==> config.mk <==
export PLATFORM = sky130hd
export DESIGN_NAME = pwm_capture
export DESIGN_NICKNAME = d
export VERILOG_FILES = /design/src/rtl/pwm_capture.sv
export SDC_FILE = /design/constraint.sdc
export NUM_CORES = 1
export LEC_CHECK = 0
export BUFFER_PORTS_ARGS = -buffer_cell sky130_fd_sc_hd__buf_2
export CAP_MARGIN = 5
export CORE_UTILIZATION = 30
export CTS_CLUSTER_DIAMETER = 60
export DETAILED_ROUTE_END_ITERATION = 10
export GPL_TIMING_DRIVEN = 0
export PLACE_DENSITY = 0.48
export SYNTH_ARGS = -nofsm -noshare
export SYNTH_HDL_FRONTEND = slang
export SYNTH_SLANG_ARGS = --single-unit
==> constraint.sdc <==
create_clock -name clk -period 2.5 [get_ports clk]
set_input_delay 0.625 -clock clk [delete_from_list [all_inputs] [get_ports clk]]
set_output_delay 0.625 -clock clk [all_outputs]
set_load 0.1 [all_outputs]
==> src/rtl/pwm_capture.sv <==
// pwm_capture: measures a PWM waveform in clock cycles. Once per input period it
// reports the high time and the period (cycles between consecutive rising edges).
// Optional stuck-input detection: define PWM_CAPTURE_TIMEOUT_EN to emit a timeout
// report whenever no rising edge is seen for TIMEOUT_CYC cycles. Without the macro
// stuck_o/stuck_level_o are tied low and a static input just saturates the counts.
module pwm_capture #(
  parameter int unsigned CNT_W       = 8,
  parameter int unsigned TIMEOUT_CYC = 200
) (
  input  logic             clk,
  input  logic             rst_n,
  input  logic             ena_i,
  input  logic             pwm_in_i,
  output logic [CNT_W-1:0] high_cnt_o,
  output logic [CNT_W-1:0] period_cnt_o,
  output logic             meas_valid_o,
  output logic             ovf_o,
  output logic             stuck_o,
  output logic             stuck_level_o
);

  typedef enum logic [0:0] {
    StIdle,
    StMeas
  } state_e;

  localparam logic [CNT_W-1:0] CntMax = {CNT_W{1'b1}};
  localparam logic [CNT_W-1:0] CntOne = CNT_W'(1);

  // Synchronizer chain and edge detect
  logic s1_q, s2_q, s3_q;
  logic rise;

  // Measurement state
  state_e           state_q, state_d;
  logic [CNT_W-1:0] per_acc_q, per_acc_d;
  logic [CNT_W-1:0] hi_acc_q, hi_acc_d;
  logic             ovf_acc_q, ovf_acc_d;
  logic             per_at_max;
  logic             hi_at_max;

  // Registered results
  logic [CNT_W-1:0] high_cnt_q, high_cnt_d;
  logic [CNT_W-1:0] period_cnt_q, period_cnt_d;
  logic             meas_valid_q, meas_valid_d;
  logic             ovf_q, ovf_d;

  // Two-flop synchronizer plus a delay flop for edge detection; runs regardless of ena_i
  always_ff @(posedge clk or negedge rst_n) begin
    if (!rst_n) begin
      s1_q <= 1'b0;
      s2_q <= 1'b0;
      s3_q <= 1'b0;
    end else begin
      s1_q <= pwm_in_i;
      s2_q <= s1_q;
      s3_q <= s2_q;
    end
  end

  assign rise       = s2_q & ~s3_q;
  assign per_at_max = (per_acc_q == CntMax);
  assign hi_at_max  = (hi_acc_q == CntMax);

`ifdef PWM_CAPTURE_TIMEOUT_EN
  // Counter value in the cycle that fires a timeout; it reads TIMEOUT_CYC-1 there, so
  // the report lands TIMEOUT_CYC edges after the last rise or entry to idle.
  localparam logic [CNT_W-1:0] TmoLast = CNT_W'(TIMEOUT_CYC - 1);

  logic [CNT_W-1:0] tmo_cnt_q, tmo_cnt_d;
  logic             tmo_hit;
  logic             stuck_q, stuck_d;
  logic             stuck_level_q, stuck_level_d;

  assign tmo_hit = (tmo_cnt_q == TmoLast);

  // Cycles since the last rise (or idle entry); cleared by rise, timeout or disable
  always_comb begin
    tmo_cnt_d = tmo_cnt_q + CntOne;
    if (!ena_i || rise || tmo_hit) begin
      tmo_cnt_d = '0;
    end
  end

  // Timeout counter and stuck result registers
  always_ff @(posedge clk or negedge rst_n) begin
    if (!rst_n) begin
      tmo_cnt_q     <= '0;
      stuck_q       <= 1'b0;
      stuck_level_q <= 1'b0;
    end else begin
      tmo_cnt_q     <= tmo_cnt_d;
      stuck_q       <= stuck_d;
      stuck_level_q <= stuck_level_d;
    end
  end

  assign stuck_o       = stuck_q;
  assign stuck_level_o = stuck_level_q;
`else
  // Timeout length only matters when the timeout logic is built
  logic unused_timeout_cyc;
  assign unused_timeout_cyc = ^TIMEOUT_CYC;

  assign stuck_o       = 1'b0;
  assign stuck_level_o = 1'b0;
`endif

  // Next-state, accumulator and report logic; ena_i low overrides everything
  always_comb begin
    state_d      = state_q;
    per_acc_d    = per_acc_q;
    hi_acc_d     = hi_acc_q;
    ovf_acc_d    = ovf_acc_q;
    high_cnt_d   = high_cnt_q;
    period_cnt_d = period_cnt_q;
    ovf_d        = ovf_q;
    meas_valid_d = 1'b0;
`ifdef PWM_CAPTURE_TIMEOUT_EN
    stuck_d       = stuck_q;
    stuck_level_d = stuck_level_q;
`endif

    if (!ena_i) begin
      // Abandon the current period; results hold their last values
      state_d   = StIdle;
      per_acc_d = '0;
      hi_acc_d  = '0;
      ovf_acc_d = 1'b0;
    end else begin
      unique case (state_q)
        StIdle: begin
          if (rise) begin
            // First edge only opens a period, nothing to report yet
            state_d   = StMeas;
            per_acc_d = CntOne;
            hi_acc_d  = CntOne;
            ovf_acc_d = 1'b0;
          end
`ifdef PWM_CAPTURE_TIMEOUT_EN
          else if (tmo_hit) begin
            high_cnt_d    = {CNT_W{s2_q}};
            period_cnt_d  = CntMax;
            ovf_d         = 1'b0;
            stuck_d       = 1'b1;
            stuck_level_d = s2_q;
            meas_valid_d  = 1'b1;
          end
`endif
        end

        StMeas: begin
          if (rise) begin
            // Close the period and start the next one on this rising edge
            period_cnt_d = per_acc_q;
            high_cnt_d   = hi_acc_q;
            ovf_d        = ovf_acc_q;
            meas_valid_d = 1'b1;
`ifdef PWM_CAPTURE_TIMEOUT_EN
            stuck_d      = 1'b0;
`endif
            per_acc_d    = CntOne;
            hi_acc_d     = CntOne;
            ovf_acc_d    = 1'b0;
          end
`ifdef PWM_CAPTURE_TIMEOUT_EN
          else if (tmo_hit) begin
            high_cnt_d    = {CNT_W{s2_q}};
            period_cnt_d  = CntMax;
            ovf_d         = 1'b0;
            stuck_d       = 1'b1;
            stuck_level_d = s2_q;
            meas_valid_d  = 1'b1;
            state_d       = StIdle;
            per_acc_d     = '0;
            hi_acc_d      = '0;
            ovf_acc_d     = 1'b0;
          end
`endif
          else begin
            // Saturating accumulation; ovf remembers that the period ran past max
            if (!per_at_max) begin
              per_acc_d = per_acc_q + CntOne;
            end
            if (s2_q && !hi_at_max) begin
              hi_acc_d = hi_acc_q + CntOne;
            end
            ovf_acc_d = ovf_acc_q | per_at_max;
          end
        end

        default: begin
          state_d = StIdle;
        end
      endcase
    end
  end

  // State, accumulator and result registers
  always_ff @(posedge clk or negedge rst_n) begin
    if (!rst_n) begin
      state_q      <= StIdle;
      per_acc_q    <= '0;
      hi_acc_q     <= '0;
      ovf_acc_q    <= 1'b0;
      high_cnt_q   <= '0;
      period_cnt_q <= '0;
      meas_valid_q <= 1'b0;
      ovf_q        <= 1'b0;
    end else begin
      state_q      <= state_d;
      per_acc_q    <= per_acc_d;
      hi_acc_q     <= hi_acc_d;
      ovf_acc_q    <= ovf_acc_d;
      high_cnt_q   <= high_cnt_d;
      period_cnt_q <= period_cnt_d;
      meas_valid_q <= meas_valid_d;
      ovf_q        <= ovf_d;
    end
  end

  assign high_cnt_o   = high_cnt_q;
  assign period_cnt_o = period_cnt_q;
  assign meas_valid_o = meas_valid_q;
  assign ovf_o        = ovf_q;

endmodule

Word level (Yosys, flattened, before mapping)
Cells that the tools add are included.
{"block": "totals", "regBits": 39, "latch_bits": 0, "ram_bits": 0, "rom_bits": 0, "in_bits": 4, "output_inout_bits": 20, "wordCells": 45, "mem_count": 0}
{"block": "op_classes", "n_addsub": 2, "mul": 0, "div_mod_pow": 0, "order_cmp": 0, "eq_ne": 5, "shift": 0, "muxes": 18, "n_bitwise": 4, "reduce_logical": 5}
{"cell": "$mux W8", "n": 7}
{"cell": "$pmux W8 S2", "n": 2}
{"cell": "$add A8 B1 Y8 const B", "n": 2}
{"cell": "$eq A8 B8 Y1 const B", "n": 2}
{"cell": "$mux W1", "n": 8}
{"cell": "$ne A4 B3 Y1 const B", "n": 1}
{"cell": "$ne A4 B4 Y1 const B", "n": 1}
{"cell": "$reduce_and A2 Y1", "n": 2}
{"cell": "$ne A3 B3 Y1 const B", "n": 1}
{"cell": "$reduce_and A3 Y1", "n": 1}
{"cell": "$not A1 Y1", "n": 2}
{"cell": "$pmux W1 S2", "n": 1}
{"cell": "$and A1 B1 Y1", "n": 1}
{"cell": "$logic_and A1 B1 Y1", "n": 1}
{"cell": "$logic_not A1 Y1", "n": 1}
{"cell": "$or A1 B1 Y1", "n": 1}

Depth between registers and ports, before layout
Gate-level depths: netlist (run 1).
{"block": "logic_depth", "depth_word": 7, "depth_mapped": 6, "mapped_depth_nobuf": 5}

Worst setup path before layout (run 1)
No wires, ideal clock.
{"block": "synth_timing", "path_type": "flip-flop to flip-flop", "startpoint": "reg hi_acc_q[0]", "endpoint": "reg hi_acc_q[7]", "setup_ps": 78, "t_arrival_ps": 1718, "t_required_ps": 2422, "path_slack_ps": 703, "stages_incl_launch_ff": 7, "n_path_buf": 1, "period_less_slack_ps": 1797, "cell_sequence": "dfrtp_1 ha_1 and4_1 buf_6 a21o_1 or4_1 a21oi_1"}
{"block": "synth_between", "elab_chain_len": 5, "word_cells_on_any_way": 10, "cone_classes": "add/sub: 1; eq/ne: 2; mux: 4; reduce/logical: 3"}
{"element": "from (decl)", "line_no": "37", "rtl": "logic [CNT_W-1:0] hi_acc_q, hi_acc_d;"}
{"element": "from (signal assigned)", "line_no": "213", "rtl": "hi_acc_q <= hi_acc_d;"}
{"element": "$add A8 B1 Y8 or $eq A8 B8 Y1 (tied branches)", "line_no": "186, 63"}
{"element": "$mux W8 or $logic_not A1 Y1 (tied branches)", "line_no": "185", "rtl": "if (s2_q && !hi_at_max) begin"}
{"element": "$mux W8 or $logic_and A1 B1 Y1 (tied branches)", "line_no": "153, 185"}
{"element": "$pmux W8 S2 or $ne A4 B3 Y1 (tied branches)"}
{"element": "$mux W8 or $reduce_and A2 Y1 (tied branches)"}
Several ways; a longest one is shown, not always the timed one. The select of a mux whose other input is x is not followed.
A chain may end at the register's enable or synchronous reset.

Worst setup path in the final report (run 1)
{"block": "layout_timing", "startpoint": "reg hi_acc_q[0]", "endpoint": "reg hi_acc_q[6]"}
Same word-level chain as after synthesis.

==> metrics.md, run 1 <==
| Metric | Value |
|---|---|
| CTS Buf Count | 5 |
| Number of max-cap violations | 0 |
| Post_cts resized | 0 |
| Avg WL per Cell | 13.10 µm |
| Post-synthesis mux area share | 0.1038 |
| Total gr overflow | 0 |
| Row count | 27 |
| Critical Path, Cell by Cell | ha_1 > and4_1 > buf_6 > a21oi_1 > a311oi_1 > a41o_2 |
| Relative slew slack | 0.4186 |
| Hold Path Cell Cnt | 0 |
| Fin Hold WS | 0.3503 ns |
| R2R cell count | 6 |
| Top post-synthesis cells by area | dfrtp_1 (57%), mux2_2 (9.8%), nand3_1 (3.2%) |
| Number of enable flip-flop cells after synthesis | 0 |
| Crit share post-route | 0.7842 |
| Max incr delay on CP | 0.43 ns |
| Vias/cell | 4.804 |
| Most used flip-flop cell after synthesis | dfrtp_1 |
| Worst EP arrival | 2.15 ns |
| Final antenna-violating net count | 0 |
| Adder-Cell Fraction of Synth Area | 0.01452 |
| Gp weighted congestion | 0.7235 |
| Count leader, synth | dfrtp_1 |
| Internal power | 0.8680 mW |
| Dpl hpwl | 2275 µm |
| Endpoints failing setup | 0 |
| Worst VDD drop | 297.6 µV |
| Final min period | 1.961 ns |
| Post-Synth XOR/XNOR Area | 0.03050 |
| Post-Syn Area | 1723 µm² |
| Crit path max fanout | 6 |
| I/O Buffers | 21 |
| CP required | 2.69 ns |
| P_leak | 0.9511 nW |
| Post-synthesis sequential area ratio | 0.5664 |
| Setup bufs post-CTS | 0 |
| Yosys top cell area share | 0.5664 |
| Post-route insts no fill | 250 |
| Crit Path Class | flip-flop to flip-flop |
| Clock share of power | 0.341 |
| Pwr/cell area | 597.8 nW/µm² |
| Final Slew Violations | 0 |
| Synth cell count leaders | dfrtp_1 (39), mux2_2 (15), nand3_1 (11), a21oi_1 (10), nor2_1 (9) |
| Switching Share | 0.2751 |
| Global-route wire length before repair | 5540 µm |
| Flop pwr share | 0.547 |
| Mean post-synth cell area | 11.64 µm² |
| Top Ports | 24 |
| # diodes | 0 |
| Via count | 1201 |
| Cells after DPL | 242 |
| RSZ-0062 raised after global routing | no |
| Largest family of logic cells by synthesized area | simple AND/OR/NAND/NOR gates |
| Highest clock rate | 510.0 MHz |
| Clk slew on worst S/H paths | 0.07 ns |
| Area leader, netlist | dfrtp_1 |
| Comb power frac | 0.112 |
| Initial Utilization | 0.3129 |
| DRT iter0 DRCs | 29 |
| Clock tree buffer depth | 2 |
| Synth Area in Compound Gates | 0.1111 |
| Gr usage total | 0.1218 |
| Number of fill cells | 553 |
| H-tree levels | 2 |
| Initial antenna violation count | 0 |
| Netlist cell types | 37 |
| Die W | 77.78 µm |
| Vias in the first global route | 1279 |
| CTS tree | yes |
| Post-synth ARST share | 1.000 |
| Switch Pwr | 0.3295 mW |
| Clock latency on the worst-skew pair | 0.29 ns |
| Worst setup SP type | flip-flop |
| Area growth, synth to finish | 16.27% |
| Synth warnings | 0 |
| CP max stage cell | dfrtp_1 |
| Least-Margin Pin Slew | 0.8721 ns |
| Final WL | 3276 µm |
| Core ar. | 5507 µm² |
| Hold Fails Final Rpt | 0 |
| Die height | 77.78 µm |
| Largest net degree at the start of global routing | 40 |
| CTS Hold Bufs | 0 |
| Share of layout cells above drive strength 1 | 0.2865 |
| Crit end category | flip-flop |
| Die area | 6050 µm² |
| Status | completed |
| Setup TNS | 0 ns |
| CTS root buffer | clkbuf_8 |
| FF+latch count, synth | 39 |
| Clk_skew | 0.003555 ns |
| Simple-gate share of the synthesized area | 0.1307 |
| 1st-pass router iterations | 4 |
| Clock tree sinks | 39 |
| Synth Instances | 148 |
| Hold Path Class | flip-flop to flip-flop |
| Fin util | 0.3638 |
| Number of remaining DRC errors | 0 |
| Fin nets | 183 |
-- sequential cells by signal, summed over array words and instances, names as in the netlist, 8 cells and up --
signal and cells:
high_cnt_o 8, hi_acc_q 8, period_cnt_o 8, per_acc_q 8
-- cells in the final DEF, fill, tap and decap left out, types with 2 or more instances in the layout --
master	synthesis	layout
conb_1	1	2
nand2_1	7	7
nand3_1	11	11
a21oi_1	10	10
o21ai_0	6	6
ha_1	2	2
buf_2	0	21
xnor2_1	6	6
mux2_2	15	15
clkbuf_1	5	7
a211oi_1	3	3
nor2_1	9	9
and4_1	3	3
nor3_1	2	2
nand4_1	2	2
inv_1	3	3
or4_1	2	2
dfrtp_1	39	39
clkbuf_8	1	6
buf_4	2	2
o21a_1	2	2
-- routing by layer --
layer,vias up,GRT usage,wire length (µm)
met3,5,0.04118,146
met2,23,0.2106,1664
met4,0,0.07170,60
met1,586,0.1279,1404
li1,587,-,-
met5,-,0,0
-- power groups by stage --
stage | logic, mW | clock network [mW] | registers, mW
after detailed placement | 0.136 | 0 | 0.668
final | 0.134 | 0.408 | 0.655
after floorplan | 0.0492 | 0 | 0.720
after CTS | 0.137 | 0.423 | 0.655
after global placement | 0.135 | 0 | 0.667
after global routing | 0.144 | 0.450 | 0.657
-- final timing paths --
kind	startpoint	end	slack, ns
max reg2reg	hi_acc_q[0]$_DFFE_PN0P_	hi_acc_q[6]$_DFFE_PN0P_	0.54
max in group asynchronous	rst_n	period_cnt_o[2]$_DFFE_PN0P_	1.51
min	s1_q$_DFF_PN0_	s2_q$_DFF_PN0_	0.35
min reg2reg	s1_q$_DFF_PN0_	s2_q$_DFF_PN0_	0.35
min in group asynchronous	rst_n	s2_q$_DFF_PN0_	0.44
max	hi_acc_q[0]$_DFFE_PN0P_	hi_acc_q[6]$_DFFE_PN0P_	0.54
-- kinds of logic (layout without fill, tap and decap cells) --
| logic type | Yosys count | after routing |
|---|---|---|
| compound gates | 29 | 29 |
| xor+xnor | 6 | 6 |
| fa+ha+maj | 2 | 2 |
| buf+inv | 12 | 41 |
| flops | 39 | 39 |
| mux | 16 | 16 |
| other cells | 1 | 2 |
| simple gates | 43 | 43 |
-- worst max-delay path, delay by kind of cell, from the launching register on --
family / cells / cell delay, ns
buffers and inverters: 1 / 0.13
flip-flops: 1 / 0.43
AO/OA/AOI/OAI: 3 / 0.83
adder cells (fa/ha/maj): 1 / 0.26
AND/OR/NAND/NOR: 1 / 0.21
-- final cells by class --
type	count	area, µm²	area share
sequential	39	975.9	0.4872
tap	72	90.09	0.04497
buffer	9	58.81	0.02936
clock buffer	7	76.32	0.03810
timing repair buffer	21	105.1	0.05247
clock inverter	1	5.005	0.002498
inverter	3	11.26	0.005621
multi-input combinational	98	680.7	0.3398
-- per-stage QoR --
| stage | area, µm² | setup WS [ns] | total power, mW |
|---|---|---|---|
| after floorplan | 1727 | 0.7034 | 0.7691 |
| after global placement | 1922 | 0.5593 | 0.8024 |
| after detailed placement | 1922 | 0.5254 | 0.8041 |
| after CTS | 2003 | 0.5162 | 1.215 |
| after global routing | 2003 | 0.4170 | 1.251 |
| final | 2003 | 0.5394 | 1.197 |
(Power assumes the default switching activity.)
==> inputs of run 2 (changes only) <==
==> constraint.sdc (replaced) <==
create_clock -name clk -period 2 [get_ports clk]
set_input_delay 0.5 -clock clk [delete_from_list [all_inputs] [get_ports clk]]
set_output_delay 0.5 -clock clk [all_outputs]
set_load 0.1 [all_outputs]
==> metrics.md, run 2 (same netlist as run 1, synthesis figures left out) <==
| Metric | Value |
|---|---|
| Fin util | 0.3649 |
| P_leak | 0.9521 nW |
| HP Start | pwm_in_i |
| Least-Margin Pin Slew | 0.8724 ns |
| Hold Path Cell Cnt | 1 |
| Hold Fails Final Rpt | 0 |
| Register area | 977.2 µm² |
| Final min period | 1.905 ns |
| H-tree levels | 2 |
| Final Slew Violations | 0 |
| Via count | 1204 |
| Dpl hpwl | 2275 µm |
| Most common cell after layout, fill and taps aside | dfrtp_1 |
| Total gr overflow | 0 |
| I/O Buffers | 21 |
| Share of layout cells above drive strength 1 | 0.3034 |
| Clock latency on the worst-skew pair | 0.29 ns |
| DRT iter0 DRCs | 25 |
| Top Ports | 24 |
| Setup TNS | 0 ns |
| Clock tree sinks | 39 |
| Crit end category | flip-flop |
| Clock tree buffer depth | 2 |
| Critical path buffer and inverter count | 1 |
| Cells after DPL | 242 |
| R2R cell count | 6 |
| Avg WL per Cell | 13.16 µm |
| CTS Buf Count | 5 |
| Vias in the first global route | 1279 |
| Status | completed |
| Critical Path, Cell by Cell | ha_1 > and4_1 > buf_6 > a21o_1 > or4_1 > a21oi_1 |
| Highest clock rate | 524.9 MHz |
| Worst EP arrival | 2.12 ns |
| FF-to-FF End | hi_acc_q[7]$_DFFE_PN0P_ |
| R2r setup slk | 0.09 ns |
| Final antenna-violating net count | 0 |
| Relative slew slack | 0.4184 |
| Post_cts resized | 0 |
| CTS Hold Bufs | 0 |
| Crit path max fanout | 6 |
| Row count | 27 |
| Die height | 77.78 µm |
| Area of the multi-input gates | 684.4 µm² |
| Crit share post-route | 0.9526 |
| Most frequent cells in the layout | dfrtp_1 (38), buf_2 (21), mux2_2 (15) |
| Initial Utilization | 0.3129 |
| Reg2reg start | hi_acc_q[0]$_DFFE_PN0P_ |
| Initial antenna violation count | 0 |
| Number of max-cap violations | 0 |
| Die W | 77.78 µm |
| Number of fill cells | 556 |
| Vias/cell | 4.816 |
| Setup bufs post-CTS | 0 |
| Number of remaining DRC errors | 0 |
| Pwr/cell area | 744.5 nW/µm² |
| 1st-pass router iterations | 4 |
| Endpoints failing setup | 0 |
| Fin nets | 183 |
| Hold Path Class | input port to flip-flop |
| CTS root buffer | clkbuf_8 |
| # diodes | 0 |
| Worst setup SP type | flip-flop |
| Clk slew on worst S/H paths | 0.07 ns |
| Max incr delay on CP | 0.47 ns |
| Largest net degree at the start of global routing | 40 |
| Crit Path Class | flip-flop to flip-flop |
| Gr usage total | 0.1218 |
| WHS Endpoint | s1_q$_DFF_PN0_ |
| CP required | 2.22 ns |
| Global-route wire length before repair | 5540 µm |
| Die area | 6050 µm² |
| Worst VDD drop | 370.9 µV |
| Top delay family on crit path | simple AND/OR/NAND/NOR gates |
| CTS tree | yes |
| CP max stage cell | or4_1 |
| Gp weighted congestion | 0.7235 |
| RSZ-0062 raised after global routing | no |
| Clk_skew | 0.003562 ns |
| Core ar. | 5507 µm² |
| Post-route insts no fill | 250 |
| Area growth, synth to finish | 16.63% |
| Final WL | 3289 µm |
run 2: cell counts in the layout (fill, tap and decap cells not counted):
No cell type changed its count.
run 2: how the worst max path moves through the flow:
stage	start	cells past startpoint	end	slack (ns)
4_1_cts	hi_acc_q[0]$_DFFE_PN0P_	6	hi_acc_q[6]$_DFFE_PN0P_	0.02
2_1_floorplan	hi_acc_q[0]$_DFFE_PN0P_	6	hi_acc_q[7]$_DFFE_PN0P_	0.20
3_5_place_dp	hi_acc_q[0]$_DFFE_PN0P_	6	hi_acc_q[6]$_DFFE_PN0P_	0.03
3_3_place_gp	hi_acc_q[0]$_DFFE_PN0P_	6	hi_acc_q[6]$_DFFE_PN0P_	0.06
6_report	hi_acc_q[0]$_DFFE_PN0P_	6	hi_acc_q[7]$_DFFE_PN0P_	0.09
5_1_grt	hi_acc_q[0]$_DFFE_PN0P_	6	hi_acc_q[5]$_DFFE_PN0P_	0.003
run 2: worst register-to-register path: stages (launching register included):
cell and delay, ns:
dfrtp_2 0.44, ha_1 0.25, and4_1 0.21, buf_6 0.13
a21o_1 0.19, or4_1 0.47, a21oi_1 0.15
run 2: per-stage QoR:
step                      cell area (µm²)  hold slack (ns)  power, mW  worst slack, ns
after global routing                 2009           0.2997      1.565         0.003447
after global placement               1922           0.3347      1.003          0.05932
after detailed placement             1922           0.3347      1.005          0.02537
after floorplan                      1727           0.2044     0.9614           0.2034
after CTS                            2003           0.3020      1.519          0.01618
final                                2009           0.3106      1.496          0.09484
run 2: metal layers:
| layer | wire length [µm] | global-route usage |
|---|---|---|
| met5 | 0 | 0 |
| met4 | 59 | 0.07170 |
| met3 | 140 | 0.04118 |
| met2 | 1687 | 0.2106 |
| met1 | 1401 | 0.1279 |
run 2: area by class of cell:
type,count,share of cell area
sequential,39,0.4863
multi-input combinational,98,0.3406
timing repair buffer,21,0.05230
tap,72,0.04483
clock buffer,7,0.03798
buffer,9,0.02989
inverter,3,0.005604
clock inverter,1,0.002491
run 2: power breakdown:
group,internal (mW),total [mW],switching [mW]
clock network,0.245,0.508,0.264
logic,0.0349,0.168,0.133
registers,0.806,0.820,0.0133
total,1.09,1.50,0.410
